### src/rtl/ctrl_pkg.sv
// Shared control-path types for the RV32 core: opcodes, control bundle, FSM states.
// CTRL_UPIMM_EN enables LUI/AUIPC decoding; the bundle layout is identical in both builds.
package ctrl_pkg;

    typedef enum logic [6:0] {
        OP_LOAD   = 7'b0000011,
        OP_IMM    = 7'b0010011,
        OP_AUIPC  = 7'b0010111,
        OP_STORE  = 7'b0100011,
        OP_R      = 7'b0110011,
        OP_LUI    = 7'b0110111,
        OP_BRANCH = 7'b1100011,
        OP_JALR   = 7'b1100111,
        OP_JAL    = 7'b1101111,
        OP_HALT   = 7'b1111111
    } opcode_t;

    localparam logic [1:0] ALUOP_ADD   = 2'b00;
    localparam logic [1:0] ALUOP_BR    = 2'b01;
    localparam logic [1:0] ALUOP_FUNC  = 2'b10;
    localparam logic [1:0] ALUOP_UPIMM = 2'b11;

    localparam logic [1:0] JT_NONE = 2'b00;
    localparam logic [1:0] JT_JAL  = 2'b01;
    localparam logic [1:0] JT_JALR = 2'b10;

    localparam logic [1:0] UPIMM_NONE  = 2'b00;
    localparam logic [1:0] UPIMM_LUI   = 2'b01;
    localparam logic [1:0] UPIMM_AUIPC = 2'b10;

    typedef struct packed {
        logic       valid;
        logic       alu_src;
        logic       mem_to_reg;
        logic       reg_write;
        logic       mem_read;
        logic       mem_write;
        logic [1:0] alu_op;
        logic       branch;
        logic       jump;
        logic [1:0] jump_type;
        logic       halt;
        logic [1:0] up_imm;
    } ctrl_t;

    localparam int CTRL_W = $bits(ctrl_t);

    typedef enum logic [1:0] {
        ST_RUN    = 2'd0,
        ST_DRAIN  = 2'd1,
        ST_HALTED = 2'd2
    } state_t;

    function automatic ctrl_t ctrl_bubble();
        return '0;
    endfunction

endpackage

### src/rtl/ctrl_decode.sv
// Combinational opcode decoder: opcode -> control bundle plus illegal flag.
// CTRL_UPIMM_EN adds LUI/AUIPC; otherwise they decode as illegal. valid is left to the caller.
module ctrl_decode
    import ctrl_pkg::*;
(
    input  logic [6:0] opcode_i,
    output ctrl_t      ctrl_o,
    output logic       illegal_o
);

    always_comb begin
        ctrl_o    = ctrl_bubble();
        illegal_o = 1'b0;
        unique case (1'b1)
            (opcode_i == OP_R): begin
                ctrl_o.reg_write = 1'b1;
                ctrl_o.alu_op    = ALUOP_FUNC;
            end
            (opcode_i == OP_IMM): begin
                ctrl_o.alu_src   = 1'b1;
                ctrl_o.reg_write = 1'b1;
                ctrl_o.alu_op    = ALUOP_FUNC;
            end
            (opcode_i == OP_LOAD): begin
                ctrl_o.alu_src    = 1'b1;
                ctrl_o.reg_write  = 1'b1;
                ctrl_o.mem_read   = 1'b1;
                ctrl_o.mem_to_reg = 1'b1;
                ctrl_o.alu_op     = ALUOP_ADD;
            end
            (opcode_i == OP_STORE): begin
                ctrl_o.alu_src   = 1'b1;
                ctrl_o.mem_write = 1'b1;
            end
            (opcode_i == OP_BRANCH): begin
                ctrl_o.branch = 1'b1;
                ctrl_o.alu_op = ALUOP_BR;
            end
            (opcode_i == OP_JAL): begin
                ctrl_o.reg_write = 1'b1;
                ctrl_o.jump      = 1'b1;
                ctrl_o.jump_type = JT_JAL;
            end
            (opcode_i == OP_JALR): begin
                ctrl_o.alu_src   = 1'b1;
                ctrl_o.reg_write = 1'b1;
                ctrl_o.jump      = 1'b1;
                ctrl_o.jump_type = JT_JALR;
            end
            (opcode_i == OP_HALT): begin
                ctrl_o.halt = 1'b1;
            end
`ifdef CTRL_UPIMM_EN
            (opcode_i == OP_LUI): begin
                ctrl_o.alu_src   = 1'b1;
                ctrl_o.reg_write = 1'b1;
                ctrl_o.alu_op    = ALUOP_UPIMM;
                ctrl_o.up_imm    = UPIMM_LUI;
            end
            (opcode_i == OP_AUIPC): begin
                ctrl_o.alu_src   = 1'b1;
                ctrl_o.reg_write = 1'b1;
                ctrl_o.alu_op    = ALUOP_UPIMM;
                ctrl_o.up_imm    = UPIMM_AUIPC;
            end
`endif
            default: begin
                illegal_o = 1'b1;
            end
        endcase
    end

endmodule

### src/rtl/pipe_controller.sv
// Pipelined main control: decode in ID, NSTAGES bundle registers, stall/flush bubbles, HALT drain.
// CTRL_UPIMM_EN (see ctrl_decode) selects whether LUI/AUIPC are legal.
module pipe_controller
    import ctrl_pkg::*;
#(
    parameter int NSTAGES = 3
) (
    input  logic                      clk,
    input  logic                      rst_n,
    input  logic [6:0]                opcode,
    input  logic                      id_valid,
    input  logic                      stall,
    input  logic                      flush,
    output logic                      id_ready,
    output logic [NSTAGES*CTRL_W-1:0] ctrl_q,
    output logic                      illegal_op,
    output logic                      halted
);

    localparam int CW = $clog2(NSTAGES + 1);
    localparam logic [CW-1:0] CNT_INIT = CW'(NSTAGES);
    localparam logic [CW-1:0] CNT_ONE  = CW'(1);

    state_t        state_q;
    logic [CW-1:0] cnt_q;
    ctrl_t         stage_q [NSTAGES];
    ctrl_t         dec;
    ctrl_t         stage0_d;
    logic          dec_illegal;
    logic          accept;

    ctrl_decode u_decode (
        .opcode_i  (opcode),
        .ctrl_o    (dec),
        .illegal_o (dec_illegal)
    );

    assign id_ready = (state_q == ST_RUN) && !stall;
    assign accept   = id_valid && id_ready && !flush;

    // Illegal opcodes are reported but travel down the pipe as bubbles.
    always_comb begin
        stage0_d = ctrl_bubble();
        if (accept && !dec_illegal) begin
            stage0_d       = dec;
            stage0_d.valid = 1'b1;
        end
    end

    always_ff @(posedge clk or negedge rst_n) begin
        if (!rst_n) begin
            for (int k = 0; k < NSTAGES; k++) begin
                stage_q[k] <= ctrl_bubble();
            end
            illegal_op <= 1'b0;
        end else begin
            stage_q[0] <= stage0_d;
            for (int k = 1; k < NSTAGES; k++) begin
                stage_q[k] <= stage_q[k-1];
            end
            illegal_op <= accept && dec_illegal;
        end
    end

    for (genvar k = 0; k < NSTAGES; k++) begin : g_pack
        assign ctrl_q[k*CTRL_W +: CTRL_W] = stage_q[k];
    end

    // HALTED is reached NSTAGES edges after the HALT accept edge.
    always_ff @(posedge clk or negedge rst_n) begin
        if (!rst_n) begin
            state_q <= ST_RUN;
            cnt_q   <= '0;
            halted  <= 1'b0;
        end else begin
            unique case (state_q)
                ST_RUN: begin
                    if (accept && dec.halt) begin
                        state_q <= ST_DRAIN;
                        cnt_q   <= CNT_INIT;
                    end
                end
                ST_DRAIN: begin
                    if (cnt_q == CNT_ONE) begin
                        state_q <= ST_HALTED;
                        cnt_q   <= '0;
                        halted  <= 1'b1;
                    end else begin
                        cnt_q <= cnt_q - CNT_ONE;
                    end
                end
                ST_HALTED: begin
                    halted <= 1'b1;
                end
                default: begin
                    state_q <= ST_RUN;
                    cnt_q   <= '0;
                    halted  <= 1'b0;
                end
            endcase
        end
    end

endmodule

### config.mk
export PLATFORM = sky130hd
export DESIGN_NAME = pipe_controller
export DESIGN_NICKNAME = d
export VERILOG_FILES = /design/src/rtl/ctrl_pkg.sv /design/src/rtl/ctrl_decode.sv /design/src/rtl/pipe_controller.sv
export SDC_FILE = /design/constraint.sdc
export NUM_CORES = 1
export LEC_CHECK = 0
export ABC_AREA = 1
export CAP_MARGIN = 20
export CORE_AREA = 4 4 57 85
export DETAILED_ROUTE_END_ITERATION = 8
export DIE_AREA = 0 0 61 89
export PLACE_DENSITY = 0.77
export SLEW_MARGIN = 0
export SYNTH_ARGS = -nofsm -noshare
export SYNTH_HDL_FRONTEND = slang
export SYNTH_SLANG_ARGS = --single-unit
### constraint.sdc
create_clock -name clk -period 1.48 [get_ports clk]
set_input_delay 0.296 -clock clk [delete_from_list [all_inputs] [get_ports clk]]
set_output_delay 0.296 -clock clk [all_outputs]
set_load 0.02 [all_outputs]
[Word level (Yosys, flattened, before mapping)]
Cells that the tools add are included.
Storage, ports and cells
  register bits after elaboration: 51
  bits of input ports: 12
  output and inout port bits: 48
  logic and storage cells: 90
Cells by class
  $add $sub $neg: 1
  equal/unequal tests: 13
  mux-type cells: 18
  bitwise gates (word level): 2
  reduce and logical (&&, ||, !) cells: 16
Operator list (count)
  7-bit == test (second input constant): 4
  15-bit two-way mux: 1
  7-bit by 6-bit == test with 1-bit output (second input constant): 2
  2-bit case mux with 3 select lines: 2
  1-bit two-way mux: 8
  2-bit two-way mux: 4
  8-bit OR reduction: 1
  7-bit by 2-bit == test with 1-bit output (second input constant): 1
  7-bit by 5-bit == test with 1-bit output (second input constant): 1
  1-bit logical AND: 6
  3-bit case mux with 2 select lines: 1
  5-bit OR reduction: 1
  2-bit by 1-bit == test with 1-bit output (second input constant): 2
  2-bit case mux with 2 select lines: 1
  2-bit AND reduction: 2
  4-bit OR reduction: 1
  1-bit case mux with 3 select lines: 1
  3-bit AND reduction: 1
  2-bit == test (second input constant): 1
  1-bit logical NOT: 2
  2-bit logical NOT: 1
  2-bit by 1-bit inequality test with 1-bit output (second input constant): 1
  2-bit inequality test (second input constant): 1
  1-bit inverter: 2
  other kinds (2): 2

[Longest topological paths before layout]
Gate-level depths: netlist (run 1).
  depth after elaboration: 7
  depth in mapped cells: 9
  depth with buffers taken out: 9

[By module]
A second synthesis (run 1) with hierarchy kept.
Unflattened totals
  cells, all modules: 162
  area, all modules: 1833.0 µm²
By module, submodules not included
  pipe_controller: instances 1, cells an instance 119, area an instance 1617.8 µm², seq. area each 1276.2 µm²
  ctrl_decode: instances 1, cells an instance 43, area an instance 215.2 µm², seq. area each 0.0 µm²

[Least setup slack after synthesis (run 1)]
OpenSTA, ideal clock, no wires.
  path type: register -> register
  start point: register state_q[0]
  end point: register state_q[0]
  setup time: 0.116 ns
  data arrival time: 1.419 ns
  data required time: 1.364 ns
  path slack: -0.056 ns
  cell stages (with the launch flop): 10
  buffers on the path: 0
  period minus slack after synthesis: 1.536 ns
  cell sequence: dfrtp_1 > inv_1 > ha_1 > inv_2 > nor2_4 > nand3_4 > o21ai_2 > nand2_1 > nand2_1 > nand2_1
On the way
  word-level cells in the longest chain between the ends: 7
  elaborated cells on any way between the ends: 12
  classes of those cells: eq/ne: 4; mux: 1; bitwise: 1; reduce/logical: 6
RTL lines
  start: declaration: RTL line pipe_controller.sv:24  | state_t state_q;
  start signal: assignment: RTL line pipe_controller.sv:72  | state_q <= ST_RUN;
  start signal: assignment: RTL line pipe_controller.sv:79  | state_q <= ST_DRAIN;
  start signal: assignment: RTL line pipe_controller.sv:85  | state_q <= ST_HALTED;
  2-bit logical NOT: RTL line pipe_controller.sv:38  | assign id_ready = (state_q == ST_RUN) && !stall;
  1-bit logical AND: RTL line pipe_controller.sv:38
  via id_ready: RTL line pipe_controller.sv:14  | output logic id_ready,
  1-bit logical AND (2 in series): RTL line pipe_controller.sv:39  | assign accept = id_valid && id_ready && !flush;
  1-bit logical AND: RTL line pipe_controller.sv:78  | if (accept && dec.halt) begin
  2-bit by 1-bit inequality test with 1-bit output (no line)
  3-bit AND reduction (no line)
The timed path passes the listed nets, and every way through them passes these cells.
A chain may end at the register's enable or synchronous reset.

[Worst setup path after layout (run 1)]
  start point: register state_q[1]
  end point: output port id_ready
On the way
  word-level cells in the longest chain between the ends: 2
RTL lines (RTL line)
  2-bit logical NOT: pipe_controller.sv:38
  1-bit logical AND: pipe_controller.sv:38
  end: declaration: pipe_controller.sv:14
No other way between the ends.

==> out/results.tsv, run 1 <==
metric	value	unit
outcome	finished, final reports clean	
fill_cells	354	
hold_violations	0	
dpl_cell_area	0.00228	mm2
min_period_over_period	0.992	
yosysUniqueCellTypes	22	
route.met3.wl	297	um
maxUsedRoutingLayer	met4	
fin_crit	1.47	ns
crit_fanout	2	
setup_viol_count_final	0	
port_buffers	53	
cts_buffer_depth	2	
die_h	89	um
fmax	0.681	GHz
cts_root_buf	clkbuf_8	
grtUsageTotal	0.120	
critPathCaptureType	output pin	
rr_endpoint	cnt_q[1]$_DFFE_PN0P_	
met2WireLength	1.66	mm
grt_pass1_wl	4.64	mm
fin_skew	0.00886	ns
required	1.18	ns
hold_end	ctrl_q[33]$_DFF_PN0_	
io_pins	60	
place_congestion	0.833	
postRouteAntennaNets	0	
critPathLaunchType	flop	
power_density	1280	mW/mm2
wl_met1	943	um
synthToLayoutAreaGrowth	53.0	%
cts_tree	built	
worst-r2r-cell-count	10	
grt_pass1_vias	1051	
clock_latency	0.28	ns
drv_cap	0	
antenna_found_initial	0	
max-vdd-ir-drop	0.000917	V
synth_seq_cells	42	
synthTopCellsByArea	dfrtp_1, nand2_1, buf_4, nor2_1, inv_1	
synth_area_leader_cell	dfrtp_1	
cts_sinks	42	
row_count	29	
vias	1165	
clk_pin_slew	0.08	ns
min_path_cells	0	
total_leakage_power	1.45	nW
drtPass1Iterations	4	
drc	0	
die_x	61	um
routed_wl	2.97	mm
synth_area	0.00157	mm2
p_total	3.07	mW
min_from	ctrl_q[18]$_DFF_PN0_	
mostFrequentLayoutCell	dfrtp_1	
dp_hpwl	2.44	mm
grt_start_max_net_pins	20	
synth_cells	140	
synth_top_area_share	0.671	
antenna_cells	0	
cp.arrival	1.17	ns
rsz0062_at_grt	true	
ys_seq_area_frac	0.671	
synth_warnings	0	
drive_above_1_share	0.224	
die_area	0.00543	mm2
routedWlPerCell	11.0	um
via_per_inst	4.33	
stdcell_area	0.00240	mm2
cts_buffers	5	
core_area	0.00414	mm2
layout.nets	239	
avgSynthCellArea	11.2	um2
drtIter0Drc	7	
globalRoute.totalOverflow	0	
worst-setup-path-type	flop to output pin	
drv_slew	0	
ff2ff_setup_slack	0.04	ns
initial_core_util	0.379	
htree_levels	2	
hold_path_class	flop to flop	
layout_common_cells	dfrtp_1, dlygate4sd2_1, buf_4	
r2r_start	state_q[1]$_DFFE_PN0P_	
==> Yosys cell counts <==
| cell | number |
|---|---|
| nand3_4 | 1 |
| nand2_4 | 1 |
| inv_1 | 17 |
| ha_1 | 5 |
| inv_2 | 1 |
| or2_1 | 1 |
| nand2_1 | 22 |
| dfrtp_1 | 42 |
| conb_1 | 1 |
| and2_1 | 1 |
| a31oi_1 | 1 |
| nand2_2 | 3 |
| o21ai_2 | 1 |
| buf_4 | 9 |
| or2_0 | 1 |
| o21ai_0 | 1 |
| nand3_1 | 7 |
| nor2_4 | 1 |
| nor3_1 | 1 |
| a21oi_1 | 4 |
| nor2_1 | 18 |
| nor2_2 | 1 |
==> worst max-delay path: stages, from the launching register on <==
cell and delay, ns:
dfrtp_1 0.40, inv_2 0.08, ha_4 0.13, inv_2 0.04, nor2_4 0.08, buf_4 0.15
==> power breakdown <==
part           total [mW]  switching [mW]  internal, mW
Sequential           1.27          0.0444          1.22
Combinational       0.946           0.496         0.450
Clock               0.856           0.360         0.496
Total                3.07           0.900          2.17
==> cells by family (layout without fill, tap and decap cells) <==
logic type / count (synthesis) / in the layout / share of synthesized area
AND/OR/NAND/NOR: 58 / 58 / 0.175
flip-flops: 42 / 42 / 0.671
buffers and inverters: 27 / 105 / 0.0863
AO/OA/AOI/OAI: 7 / 7 / 0.0256
adder cells (fa/ha/maj): 5 / 5 / 0.0399
other: 1 / 6 / 0.00239
==> metrics by stage <==
step	util	setup slack, ns	setup TNS (ns)	hold slack [ns]	std cells
2_1_floorplan	-	0.0186	0	0.000409	145
3_3_place_gp	0.552	-0.254	-2.23	0.221	255
3_5_place_dp	0.552	-0.261	-2.41	0.231	255
4_1_cts	0.576	0.000552	0	0.367	268
5_1_grt	0.579	-0.0758	-0.293	0.379	269
6_report	0.579	0.0119	0	0.367	269
==> state kept, by name, indices dropped and copies added (netlist names) <==
signal,count
cnt_q,2
ctrl_q,36
halted,1
illegal_op,1
state_q,2
==> per-layer routing <==
metal / vias up / global-route usage
li1: 578 / -
met4: 0 / 0.0651
met3: 4 / 0.0462
met5: - / 0
met1: 545 / 0.119
met2: 38 / 0.207
==> how the worst max path moves through the flow <==
stage	from	end	slack (ns)
4_1_cts	state_q[1]$_DFFE_PN0P_	state_q[0]$_DFFE_PN0P_	0.0006
5_1_grt	state_q[1]$_DFFE_PN0P_	cnt_q[1]$_DFFE_PN0P_	-0.08
3_5_place_dp	stall	id_ready	-0.26
3_3_place_gp	stall	id_ready	-0.25
6_report	state_q[1]$_DFFE_PN0P_	id_ready	0.01
2_1_floorplan	state_q[1]$_DFFE_PN0P_	state_q[0]$_DFFE_PN0P_	0.02
==> what timing repair did <==
action / 4_1_cts / 5_1_grt
hold endpoints to repair: 13 / 0
hold buffers: 1 / 0
pin swaps: 5 / 1
setup endpoints to repair: 46 / 14
setup buffers: 4 / 1
gates resized for setup: 47 / 4
==> area by class of cell <==
cell class | instances | area [um2] | share of cell area
Timing Repair Buffer | 79 | 686 | 0.286
Tap cell | 46 | 57.6 | 0.0240
Clock inverter | 3 | 40.0 | 0.0167
Multi-Input combinational cell | 76 | 425 | 0.178
Inverter | 18 | 67.6 | 0.0282
Clock buffer | 5 | 68.8 | 0.0287
Sequential cell | 42 | 1050 | 0.439
(Power assumes the default switching activity.)
==> run 2: changes to the inputs <==
Settings changed: MAX_ROUTING_LAYER set to met4.
==> run 2 against run 1 <==
Against the previous run:
- non-clock buffer count stayed put
- cell count unchanged
- sequential share of layout area did not move
- critical endpoint unchanged
==> out/results.tsv, run 2 (same netlist as run 1, synthesis figures left out) <==
metric	value	unit	change
outcome	finished, final reports clean		
mostFrequentLayoutCell	dfrtp_1		
r2r_start	state_q[1]$_DFFE_PN0P_		
routedWlPerCell	11.0	um	about the same
drc	0		unchanged
routed_wl	2.97	mm	about the same
htree_levels	2		unchanged
io_pins	60		unchanged
required	1.18	ns	about the same
min_period_over_period	0.992		about the same
via_per_inst	4.32		-0.17%
hold_violations	0		unchanged
pwr-share-clk	0.279		about the same
fmax	0.681	GHz	about the same
cp_slowest_cell	dfrtp_1		
max_stage_delay	0.40	ns	about the same
maxUsedRoutingLayer	met4		
initial_core_util	0.379		unchanged
power_frac_comb	0.308		about the same
multi_input_area	425	um2	unchanged
cts_buffer_depth	2		unchanged
crit_chain	inv_2 > ha_4 > inv_2 > nor2_4 > buf_4		
fill_cells	354		unchanged
met2WireLength	1.65	mm	-0.24%
grtUsageTotal	0.123		+0.00355
wl_met1	939	um	-0.42%
largest_reg_flops	36		unchanged
crit_path_start	state_q[1]$_DFFE_PN0P_		
drv_slew	0		unchanged
grt_pass1_vias	1052		+0.095%
drv_cap	0		unchanged
area.sequential	0.00105	mm2	unchanged
dp_hpwl	2.44	mm	unchanged
die_x	61	um	unchanged
seq_power_share	0.413		about the same
clk_pin_slew	0.08	ns	about the same
vias	1163		-0.17%
cts_sinks	42		unchanged
cts_buffers	5		unchanged
critPathLaunchType	flop		
row_count	29		unchanged
cts_root_buf	clkbuf_8		
dp.cells	255		unchanged
postRouteAntennaNets	0		unchanged
place_congestion	0.846		+1.5%
die_area	0.00543	mm2	unchanged
drtPass1Iterations	2		-2
port_buffers	53		unchanged
swShare	0.293		about the same
stdcell_count	269		unchanged
clock_latency	0.28	ns	about the same
critPathCaptureType	output pin		
crit_fanout	2		unchanged
antenna_found_initial	0		unchanged
p_int	2.17	mW	unchanged
power_density	1280	mW/mm2	about the same
layout_common_cells	dfrtp_1, dlygate4sd2_1, buf_4		
setup_viol_count_final	0		unchanged
hold_path_class	flop to flop		
core_area	0.00414	mm2	unchanged
stdcell_area	0.00240	mm2	unchanged
cts_tree	built		
fin_skew	0.00889	ns	+0.0000222 ns
globalRoute.totalOverflow	0		unchanged
min_from	ctrl_q[18]$_DFF_PN0_		
grt_start_max_net_pins	20		unchanged
fin_crit	1.47	ns	-0.0000479 ns
total_leakage_power	1.45	nW	unchanged
route.met3.wl	299	um	+0.67%
layout.nets	239		unchanged
die_h	89	um	unchanged
rsz0062_at_grt	true		
max-vdd-ir-drop	0.000917	V	about the same
synthToLayoutAreaGrowth	53.0	%	unchanged
drtIter0Drc	6		-1
switchingPower	900	uW	about the same
dpl_cell_area	0.00228	mm2	unchanged
worst-setup-path-type	flop to output pin		
cp.arrival	1.17	ns	about the same
grt_pass1_wl	4.64	mm	unchanged
drive_above_1_share	0.224		unchanged
antenna_cells	0		unchanged
cpMostUsedCell	inv_2		
[run 2: cell counts in the layout (fill, tap and decap cells not counted)]
No cell type changed its count.
[run 2: worst paths after layout]
path / endpoint / slack, ns / cells past startpoint
hold reg to reg: ctrl_q[33]$_DFF_PN0_ / 0.37 / 0
hold / removal: ctrl_q[33]$_DFF_PN0_ / 0.37 / 0
min in group asynchronous: state_q[0]$_DFFE_PN0P_ / 0.45 / 2
setup / recovery: id_ready / 0.01 / 5
max in group asynchronous: ctrl_q[11]$_DFF_PN0_ / 0.55 / 3
setup reg to reg: cnt_q[1]$_DFFE_PN0P_ / 0.04 / 10
[run 2: power by group through the flow]
stage | sequential [mW] | combinational [mW] | clock, mW
floorplan | 1.31 | 0.494 | 0
global placement | 1.29 | 0.799 | 0
detailed placement | 1.29 | 0.850 | 0
CTS | 1.27 | 0.906 | 0.873
global route | 1.28 | 1.06 | 0.929
finish | 1.27 | 0.946 | 0.856
[run 2: through the flow]
| stage | TNS, ns | setup WS, ns | power [mW] | util | hold WS (ns) |
|---|---|---|---|---|---|
| global placement | -2.23 | -0.254 | 2.09 | 0.552 | 0.221 |
| global route | -0.293 | -0.0758 | 3.27 | 0.579 | 0.379 |
| floorplan | 0 | 0.0186 | 1.80 | - | 0.000409 |
| finish | 0 | 0.0119 | 3.07 | 0.579 | 0.367 |
| detailed placement | -2.41 | -0.261 | 2.14 | 0.552 | 0.231 |
| CTS | 0 | 0.000552 | 3.04 | 0.576 | 0.367 |
[run 2: final cells by class]
class,count,share of cell area
Sequential cell,42,0.439
Timing Repair Buffer,79,0.286
Multi-Input combinational cell,76,0.178
Clock buffer,5,0.0287
Inverter,18,0.0282
Tap cell,46,0.0240
Clock inverter,3,0.0167
[run 2: layer usage]
layer,vias to the layer above,GRT usage
met2,38,0.207
met4,0,0.0651
li1,578,-
met5,-,-
met3,4,0.0462
met1,543,0.119
[run 2: critical path: cells and delay by family (launching register included)]
family                   cells  cell delay [ns]
flip-flops                   1             0.40
buffers and inverters        3             0.27
adder cells (fa/ha/maj)      1             0.13
AND/OR/NAND/NOR              1             0.08
[run 2: timing repair]
item                       in CTS  in global routing
resized for setup              47                  4
gates cloned                    0                  0
hold buffers                    1                  0
hold endpoints to repair       13                  0
setup endpoints to repair      46                 14
buffers inserted                4                  1
pin swaps                       5                  1
==> run 3: changes to the inputs <==
Settings changed: GPL_ROUTABILITY_DRIVEN set to 1.
==> results of run 3 <==
The final DEF is identical to that of run 2; final timing and power are the same.
